**config.mk**
```make
export PLATFORM = sky130hd
export DESIGN_NAME = map_ss_seq_flat
export DESIGN_NICKNAME = d
export VERILOG_FILES = /design/src/rtl/map_ss_seq_if.sv /design/src/rtl/map_ss_seq.sv /design/src/flat_wrapper.sv
export SDC_FILE = /design/constraint.sdc
export NUM_CORES = 1
export LEC_CHECK = 0
export ABC_CLOCK_PERIOD_IN_PS = 1400
export CORE_UTILIZATION = 39
export DETAILED_ROUTE_END_ITERATION = 8
export GPL_ROUTABILITY_DRIVEN = 0
export PLACE_DENSITY_LB_ADDON = 0.1
export SKIP_CTS_REPAIR_TIMING = 1
export SLEW_MARGIN = 20
export SYNTH_ARGS = -nofsm -noshare
export SYNTH_HDL_FRONTEND = slang
export SYNTH_SLANG_ARGS = --single-unit
```
**constraint.sdc**
```tcl
create_clock -name clk -period 1.4 [get_ports clk]
set_input_delay 0.28 -clock clk [delete_from_list [all_inputs] [get_ports clk]]
set_output_delay 0.28 -clock clk [all_outputs]
set_load 0.05 [all_outputs]
```
**src/rtl/map_ss_seq_if.sv**
```systemverilog
// map_ss_seq_if
//   Groups the signals between the save-state sequencer and its surroundings.
//   Three groups share the bundle:
//   - Control: start, dir and abort in; busy, done and csum out.
//   - Mapper save-state port: ss_act, ss_we, ss_addr and ss_wdat out; ss_rdat in.
//   - Snapshot buffer port: buf_addr, buf_we and buf_wdat out; buf_rdat in.
//   Modports:
//   - master: the sequencer's view.
//   - slave:  the environment's view (controller, mapper and buffer).
interface map_ss_seq_if;
    logic       start;
    logic       dir;
    logic       abort;
    logic       busy;
    logic       done;
    logic [7:0] csum;
    logic       ss_act;
    logic       ss_we;
    logic [7:0] ss_addr;
    logic [7:0] ss_wdat;
    logic [7:0] ss_rdat;
    logic [4:0] buf_addr;
    logic       buf_we;
    logic [7:0] buf_wdat;
    logic [7:0] buf_rdat;

    modport master (
        input  start, dir, abort, ss_rdat, buf_rdat,
        output busy, done, csum, ss_act, ss_we, ss_addr, ss_wdat,
               buf_addr, buf_we, buf_wdat
    );

    modport slave (
        output start, dir, abort, ss_rdat, buf_rdat,
        input  busy, done, csum, ss_act, ss_we, ss_addr, ss_wdat,
               buf_addr, buf_we, buf_wdat
    );
endinterface

```
**src/rtl/map_ss_seq.sv**
```systemverilog
// map_ss_seq
//   Moves the mapper save-state between the mapper and a snapshot buffer.
//
//   Transfer directions:
//   - Save (dir=0) reads N_REG contiguous registers plus the mapper-index
//     register and writes them to the buffer, one entry per cycle.
//   - Restore (dir=1) reads the buffer and writes it back into the mapper.
//     Each entry takes two cycles because the buffer read is registered.
//
//   csum reports the XOR of every byte moved by the last completed transfer.
//
//   Ports:
//   - clk, map_rst: clock and synchronous active-high reset.
//   - bus (master): the control, mapper and buffer signals; see map_ss_seq_if.
module map_ss_seq #(
    parameter int N_REG    = 16,
    parameter int IDX_ADDR = 127
) (
    input  logic         clk,
    input  logic         map_rst,
    map_ss_seq_if.master bus
);

    localparam logic [2:0] S_IDLE  = 3'd0;
    localparam logic [2:0] S_ARM   = 3'd1;
    localparam logic [2:0] S_SAVE  = 3'd2;
    localparam logic [2:0] S_FETCH = 3'd3;
    localparam logic [2:0] S_WRITE = 3'd4;
    localparam logic [2:0] S_DONE  = 3'd5;

    localparam logic [4:0] LAST_K = 5'(N_REG);
    localparam logic [7:0] IDX_A  = 8'(IDX_ADDR);

    logic [2:0] state;
    logic [4:0] k;
    logic       dir_q;
    logic [7:0] run_xor;
    logic [7:0] csum_q;
    logic       last_entry;
    logic [7:0] map_addr;

    // The final entry is the mapper-index register, which lives away from
    // the contiguous block; every other entry maps straight through.
    assign last_entry = (k == LAST_K);
    assign map_addr   = last_entry ? IDX_A : {3'b000, k};

    // Abort has priority over normal sequencing in every busy state. A start
    // pulse is only examined in IDLE, so a start while busy has no effect.
    always_ff @(posedge clk) begin
        if (map_rst) begin
            state   <= S_IDLE;
            k       <= 5'd0;
            dir_q   <= 1'b0;
            run_xor <= 8'h00;
            csum_q  <= 8'h00;
        end else if ((state != S_IDLE) && bus.abort) begin
            state <= S_IDLE;
        end else begin
            case (state)
                S_IDLE: begin
                    if (bus.start) begin
                        dir_q   <= bus.dir;
                        k       <= 5'd0;
                        run_xor <= 8'h00;
                        state   <= S_ARM;
                    end
                end
                S_ARM: begin
                    state <= dir_q ? S_FETCH : S_SAVE;
                end
                S_SAVE: begin
                    run_xor <= run_xor ^ bus.ss_rdat;
                    if (last_entry) begin
                        state <= S_DONE;
                    end else begin
                        k <= k + 5'd1;
                    end
                end
                S_FETCH: begin
                    state <= S_WRITE;
                end
                S_WRITE: begin
                    run_xor <= run_xor ^ bus.buf_rdat;
                    if (last_entry) begin
                        state <= S_DONE;
                    end else begin
                        k     <= k + 5'd1;
                        state <= S_FETCH;
                    end
                end
                S_DONE: begin
                    csum_q <= run_xor;
                    state  <= S_IDLE;
                end
                default: begin
                    state <= S_IDLE;
                end
            endcase
        end
    end

    // The buffer address is held through WRITE, so that buf_rdat returned
    // in WRITE belongs to the entry that was presented in FETCH.
    always_comb begin
        bus.busy     = (state != S_IDLE);
        bus.done     = (state == S_DONE);
        bus.ss_act   = 1'b0;
        bus.ss_we    = 1'b0;
        bus.ss_addr  = 8'h00;
        bus.ss_wdat  = 8'h00;
        bus.buf_addr = 5'd0;
        bus.buf_we   = 1'b0;
        bus.buf_wdat = 8'h00;
        case (state)
            S_ARM: begin
                bus.ss_act = 1'b1;
            end
            S_SAVE: begin
                bus.ss_act   = 1'b1;
                bus.ss_addr  = map_addr;
                bus.buf_addr = k;
                bus.buf_we   = 1'b1;
                bus.buf_wdat = bus.ss_rdat;
            end
            S_FETCH: begin
                bus.ss_act   = 1'b1;
                bus.buf_addr = k;
            end
            S_WRITE: begin
                bus.ss_act   = 1'b1;
                bus.ss_we    = 1'b1;
                bus.ss_addr  = map_addr;
                bus.ss_wdat  = bus.buf_rdat;
                bus.buf_addr = k;
            end
            default: begin
            end
        endcase
    end

    assign bus.csum = csum_q;

endmodule

```
**src/flat_wrapper.sv**
```systemverilog
// flat-port wrapper written by rule: the top's interface ports become plain ports
module map_ss_seq_flat 
#(
    parameter int N_REG    = 16,
    parameter int IDX_ADDR = 127
)
  (clk, map_rst, bus_start, bus_dir, bus_abort, bus_ss_rdat, bus_buf_rdat, bus_busy, bus_done, bus_csum, bus_ss_act, bus_ss_we, bus_ss_addr, bus_ss_wdat, bus_buf_addr, bus_buf_we, bus_buf_wdat);
  map_ss_seq_if bus_i ();
  input  logic clk;
  input  logic map_rst;
  input wire logic [$bits(bus_i.start)-1:0] bus_start;
  input wire logic [$bits(bus_i.dir)-1:0] bus_dir;
  input wire logic [$bits(bus_i.abort)-1:0] bus_abort;
  input wire logic [$bits(bus_i.ss_rdat)-1:0] bus_ss_rdat;
  input wire logic [$bits(bus_i.buf_rdat)-1:0] bus_buf_rdat;
  output wire logic [$bits(bus_i.busy)-1:0] bus_busy;
  output wire logic [$bits(bus_i.done)-1:0] bus_done;
  output wire logic [$bits(bus_i.csum)-1:0] bus_csum;
  output wire logic [$bits(bus_i.ss_act)-1:0] bus_ss_act;
  output wire logic [$bits(bus_i.ss_we)-1:0] bus_ss_we;
  output wire logic [$bits(bus_i.ss_addr)-1:0] bus_ss_addr;
  output wire logic [$bits(bus_i.ss_wdat)-1:0] bus_ss_wdat;
  output wire logic [$bits(bus_i.buf_addr)-1:0] bus_buf_addr;
  output wire logic [$bits(bus_i.buf_we)-1:0] bus_buf_we;
  output wire logic [$bits(bus_i.buf_wdat)-1:0] bus_buf_wdat;
  assign bus_i.start = bus_start;
  assign bus_i.dir = bus_dir;
  assign bus_i.abort = bus_abort;
  assign bus_i.ss_rdat = bus_ss_rdat;
  assign bus_i.buf_rdat = bus_buf_rdat;
  assign bus_busy = bus_i.busy;
  assign bus_done = bus_i.done;
  assign bus_csum = bus_i.csum;
  assign bus_ss_act = bus_i.ss_act;
  assign bus_ss_we = bus_i.ss_we;
  assign bus_ss_addr = bus_i.ss_addr;
  assign bus_ss_wdat = bus_i.ss_wdat;
  assign bus_buf_addr = bus_i.buf_addr;
  assign bus_buf_we = bus_i.buf_we;
  assign bus_buf_wdat = bus_i.buf_wdat;
  map_ss_seq #(.N_REG(N_REG), .IDX_ADDR(IDX_ADDR)) u_core (.clk(clk), .map_rst(map_rst), .bus(bus_i));
endmodule
```
# --- After elaboration in Yosys (flattened, before gate mapping) ---
# Cells that the tools add are included.
word_totals:
  out_inout_bits: 42
  elab_cells: 50
  register_bits: 25
  input_bits: 21
classes:
  reduce_logical: 14
  mux: 18
  addsub: 1
  n_bitwise: 3
  eq_ne: 9
op_table:
  columns: ["operator", "n"]
  rows:
  - ["two-way mux 8 bit", 4]
  - ["one-hot mux 8 bit (3 select lines)", 1]
  - ["XOR 8 bit", 2]
  - ["two-way mux 5 bit", 3]
  - ["one-hot mux 3 bit (5 select lines)", 1]
  - ["one-hot mux 5 bit (2 select lines)", 1]
  - ["two-way mux 3 bit", 3]
  - ["two-way mux 7 bit", 1]
  - ["== test 3 x 2 -> 1 bit, second input constant", 2]
  - ["== test 3 bit, second input constant", 2]
  - ["AND reduction 3 bit", 2]
  - ["nonzero test 3 bit", 2]
  - ["adder 5 x 1 -> 5 bit, second input constant", 1]
  - ["== test 5 bit, second input constant", 1]
  - ["two-way mux 1 bit", 4]
  - ["inequality test 2 bit, second input constant", 2]
  - ["AND reduction 2 bit", 2]
  - ["AND reduction 4 bit", 1]
  - ["OR reduction 2 bit", 2]
  - ["OR reduction 4 bit", 1]
  - ["== test 3 x 1 -> 1 bit, second input constant", 1]
  - ["logical NOT 3 bit", 1]
  - ["OR reduction 3 bit", 1]
  - ["inequality test 2 x 1 -> 1 bit, second input constant", 1]
  - ["3 further kinds", 3]

# --- Longest topological paths before layout ---
logic_depth:
  word_depth: 4
  depth_mapped: 7
  ltp_nobuf: 6

# --- Worst setup path after synthesis ---
# No wires, ideal clock.
synth_timing:
  path_kind: "register -> output"
  start: "register u_core.state[2]"
  end: "output bus_buf_addr[2]"
  n_path_buf: 1
  arrival_time_ps: 2335
  required_ps: 1120
  setup_slack_ps: -1215
  path_stages_with_launch: 6
  path_cell_list: "dfxtp_1 -> buf_4 -> inv_1 -> nor3_2 -> nor2_1 -> nor2b_1"
synth_between:
  elab_chain_cells: 3
synth_rtl:
  columns: ["item", "line", "rtl"]
  rows:
  - ["from (decl)", "map_ss_seq.sv:34", "logic [2:0] state;"]
  - ["from (signal assigned)", "map_ss_seq.sv:69", "state <= dir_q ? S_FETCH : S_SAVE;"]
  - ["== test 3 x 2 -> 1 bit or == test 3 bit (tied branches)", "map_ss_seq.sv:114", "case (state)"]
  - ["OR reduction 3 bit (no line) *", null, null]
  - ["two-way mux 5 bit *", "map_ss_seq.sv:114", null]
  - ["to (decl)", "flat_wrapper.sv:23", "output wire logic [$bits(bus_i.buf_addr)-1:0] bus_buf_addr;"]
# Mark *: on every way between the ends. The rest lies on a longest branch, timed or not.

# --- Worst setup path after layout ---
layout_timing:
  start: "register u_core.k[1]"
  end: "output bus_ss_addr[5]"
layout_between:
  elab_chain_cells: 3
layout_rtl:
  columns: ["item", "line", "rtl"]
  rows:
  - ["from (decl)", "map_ss_seq.sv:35", "logic [4:0] k;"]
  - ["from (signal assigned)", "map_ss_seq.sv:76", "k <= k + 5'd1;"]
  - ["from (signal assigned)", "map_ss_seq.sv:87", "k <= k + 5'd1;"]
  - ["== test 5 bit", "map_ss_seq.sv:44", "assign last_entry = (k == LAST_K);"]
  - ["two-way mux 7 bit", "map_ss_seq.sv:45", "assign map_addr = last_entry ? IDX_A : {3'b000, k};"]
  - ["two-way mux 8 bit", "map_ss_seq.sv:114", null]
  - ["to (decl)", "flat_wrapper.sv:21", "output wire logic [$bits(bus_i.ss_addr)-1:0] bus_ss_addr;"]
# No other way between the ends.

==> summary.txt <==
Crit Path Max Fanout - 3
Slew Viols, Final - 0
WL per Instance - 25.0 um
Largest net degree at the start of global routing - 26
Leak pwr - 1.38 nW
EDFF count, synth - 0
Drt via density - 6.59
Ys flop type - dfxtp_1
Setup crit start kind - flip-flop
FP Rows - 22
RSZ-0062 raised after global routing - yes
Final worst setup slack - -0.579 ns
Worst setup EP type - primary output
First-pass GRT wire length - 8620 um
Min-Delay Path Class - flip-flop to flip-flop
Routed Antenna Nets - 0
Post-synthesis async set-or-reset flop share - 0
TritonCTS clock tree - built
Initial antenna violation count - 0
Final min period - 1.98 ns
Sequential-to-total area share from yosys stat - 0.315
Clock-pin slew on the worst setup and hold paths - 0.10 ns
Clk root buf - clkbuf_8
Kind of critical path - flip-flop to primary output
DRC - 0
Tcrit/Tclk final - 1.41
Storage cell area - 512 sq um
Syn Area/Cell - 7.75 sq um
Worst hold margin - 0.508 ns
Num CTS Buffers - 3
Longest Clk Path Bufs - 2
GR Overflow Total - 0
I/O Pins - 63
Detailed Place HPWL - 3930 um
Total Nets Final - 339
Final hold viol count - 0
Skew final - 0.00157 ns
Peak VDD IR - 0.493 mV
Total number of vias - 2392
Filler instances - 45
DR iter-0 viols - 280
Number of global-route vias before repair - 1823
Status - finished, violations left
Layout cells sized above 1 - 0.632
Required time of the critical path - 1.12 ns
GRT Util Overall - 0.259
Post-synth cell types - 39
Synthesis Warnings - 0
Area of the core - 3770 sq um
Max-cap violations - 0
I/O Buffers - 61
CTS H-tree depth - 1
Total wire length - 9060 um
CP arrival - 1.70 ns
Die W - 65.8 um
Synth-to-layout area growth - 132%
Yosys reg bits - 25
Gate Count Post-Synth - 205
Multi-input gate area - 1440 sq um
F_max - 505 MHz
Initial core utilization - 0.421
Power Density - 486 nW/um^2
Die height - 65.8 um
Mapped Area - 1590 sq um
Setup WS pre-CTS - -0.532 ns
Total power - 1.79 mW
Failing checks - negative setup slack
Clk sinks - 25
Ant. Diodes - 0
Clock Latency Late Sink - 0.28 ns
Final setup fails - 57
Total die area - 4330 sq um
Syn Nets - 228
Pre-antenna DRT Iters - 5
==> cell type report <==
type	count	share of cell area
flip-flops and latches	25	0.139
repair buffers	124	0.435
multi-input cells	156	0.390
clock buffers	3	0.0112
clock inverters	1	0.00203
inverters	6	0.00678
well taps	48	0.0163
==> stage by stage <==
stage	cells	TNS [ns]	util	instance area, sq um
after floorplan	205	-4.19	-	1850
after global placement	339	-9.12	0.804	3030
after detailed placement	339	-10.46	0.804	3030
after CTS	343	-14.33	0.817	3080
after global routing	363	-18.78	0.978	3690
final	363	-17.25	0.978	3690
==> path summary, 6_finish.rpt <==
check | start | endpoint | slack, ns | cells past startpoint
max | u_core.k[1] | bus_ss_addr[5] | -0.58 | 5
max reg2reg | u_core.k[1] | u_core.k[1] | -0.38 | 8
min | u_core.run_xor[2] | u_core.bus.csum[2] | 0.51 | 2
min reg2reg | u_core.run_xor[2] | u_core.bus.csum[2] | 0.51 | 2
==> kinds of logic after synthesis <==
kind of cell / Yosys count / share of synthesized area
AND/OR/NAND/NOR: 89 / 0.317
AO/OA/AOI/OAI: 59 / 0.237
flip-flops: 25 / 0.315
buffers and inverters: 24 / 0.0779
multiplexers: 3 / 0.0189
adder cells (fa/ha/maj): 2 / 0.0157
XOR/XNOR: 2 / 0.0158
other: 1 / 0.00236
==> critical path, stage by stage, from the launching register on <==
cell and delay, ns:
dfxtp_2 0.35, inv_2 0.09, ha_4 0.13, and4bb_2 0.29, nor3b_4 0.35, buf_12 0.18
==> cell usage in the layout (no fill, tap or decap), types with 3 or more instances in the layout <==
| cell | count |
|---|---|
| a211oi_2 | 3 |
| buf_4 | 35 |
| a21oi_1 | 10 |
| clkdlybuf4s50_1 | 19 |
| mux2i_1 | 3 |
| a22oi_1 | 7 |
| o21ai_2 | 11 |
| buf_12 | 35 |
| nand2_2 | 3 |
| or3_4 | 4 |
| dfxtp_2 | 3 |
| o21a_4 | 3 |
| nor2b_1 | 4 |
| nor2_1 | 4 |
| o22ai_1 | 6 |
| or3_1 | 3 |
| nand3_1 | 5 |
| nor2_4 | 7 |
| buf_6 | 24 |
| a21oi_2 | 8 |
| nor3_4 | 3 |
| inv_1 | 3 |
| and3_4 | 16 |
| nor2b_4 | 8 |
| nand2_1 | 15 |
| clkbuf_8 | 3 |
| nand2b_4 | 3 |
| buf_8 | 8 |
| dfxtp_1 | 20 |
==> synthesized netlist by cell type, types with 2 or more instances <==
cell type  number  area share
nand2_1        19       0.045
or3_1           7       0.028
a31oi_1         2      0.0079
o22ai_1         6       0.024
a32oi_1         2       0.011
o21a_1          5       0.024
o21ai_1        10       0.031
and3_1         16       0.063
nand4b_1        2       0.011
a211oi_1        3       0.014
buf_6           2       0.014
nand2b_1        3       0.012
buf_4           3       0.014
nor3_2          2       0.013
clkbuf_1        6       0.014
nor2_1         11       0.026
dfxtp_1        25        0.31
nor2b_1        12       0.047
mux2i_1         3       0.019
o21ai_0         4       0.013
nand3_1         5       0.016
buf_2           6       0.019
a21oi_1        18       0.057
nor3b_1         2      0.0094
ha_1            2       0.016
nor3_1          5       0.016
a22oi_1         7       0.033
inv_1           6       0.014
==> layer usage <==
metal	global-route usage	part of all wire
met2	0.495	0.48
met5	0	0
met1	0.296	0.35
met3	0.0414	0.099
met4	0.0516	0.068
==> flip-flops by register name (all words and copies together) (netlist names) <==
signal	cells
u_core.run_xor	8
u_core.state	3
u_core.bus.csum	8
u_core.k	5
u_core.dir_q	1
==> power breakdown <==
group | switching [mW] | internal, mW | total (mW) | leakage (nW)
Combinational | 0.297 | 0.274 | 0.571 | 1.16
Sequential | 0.0159 | 0.717 | 0.733 | 0.205
Clock | 0.285 | 0.203 | 0.488 | 0.0217
No activity file was read; power rests on OpenSTA's default activity.
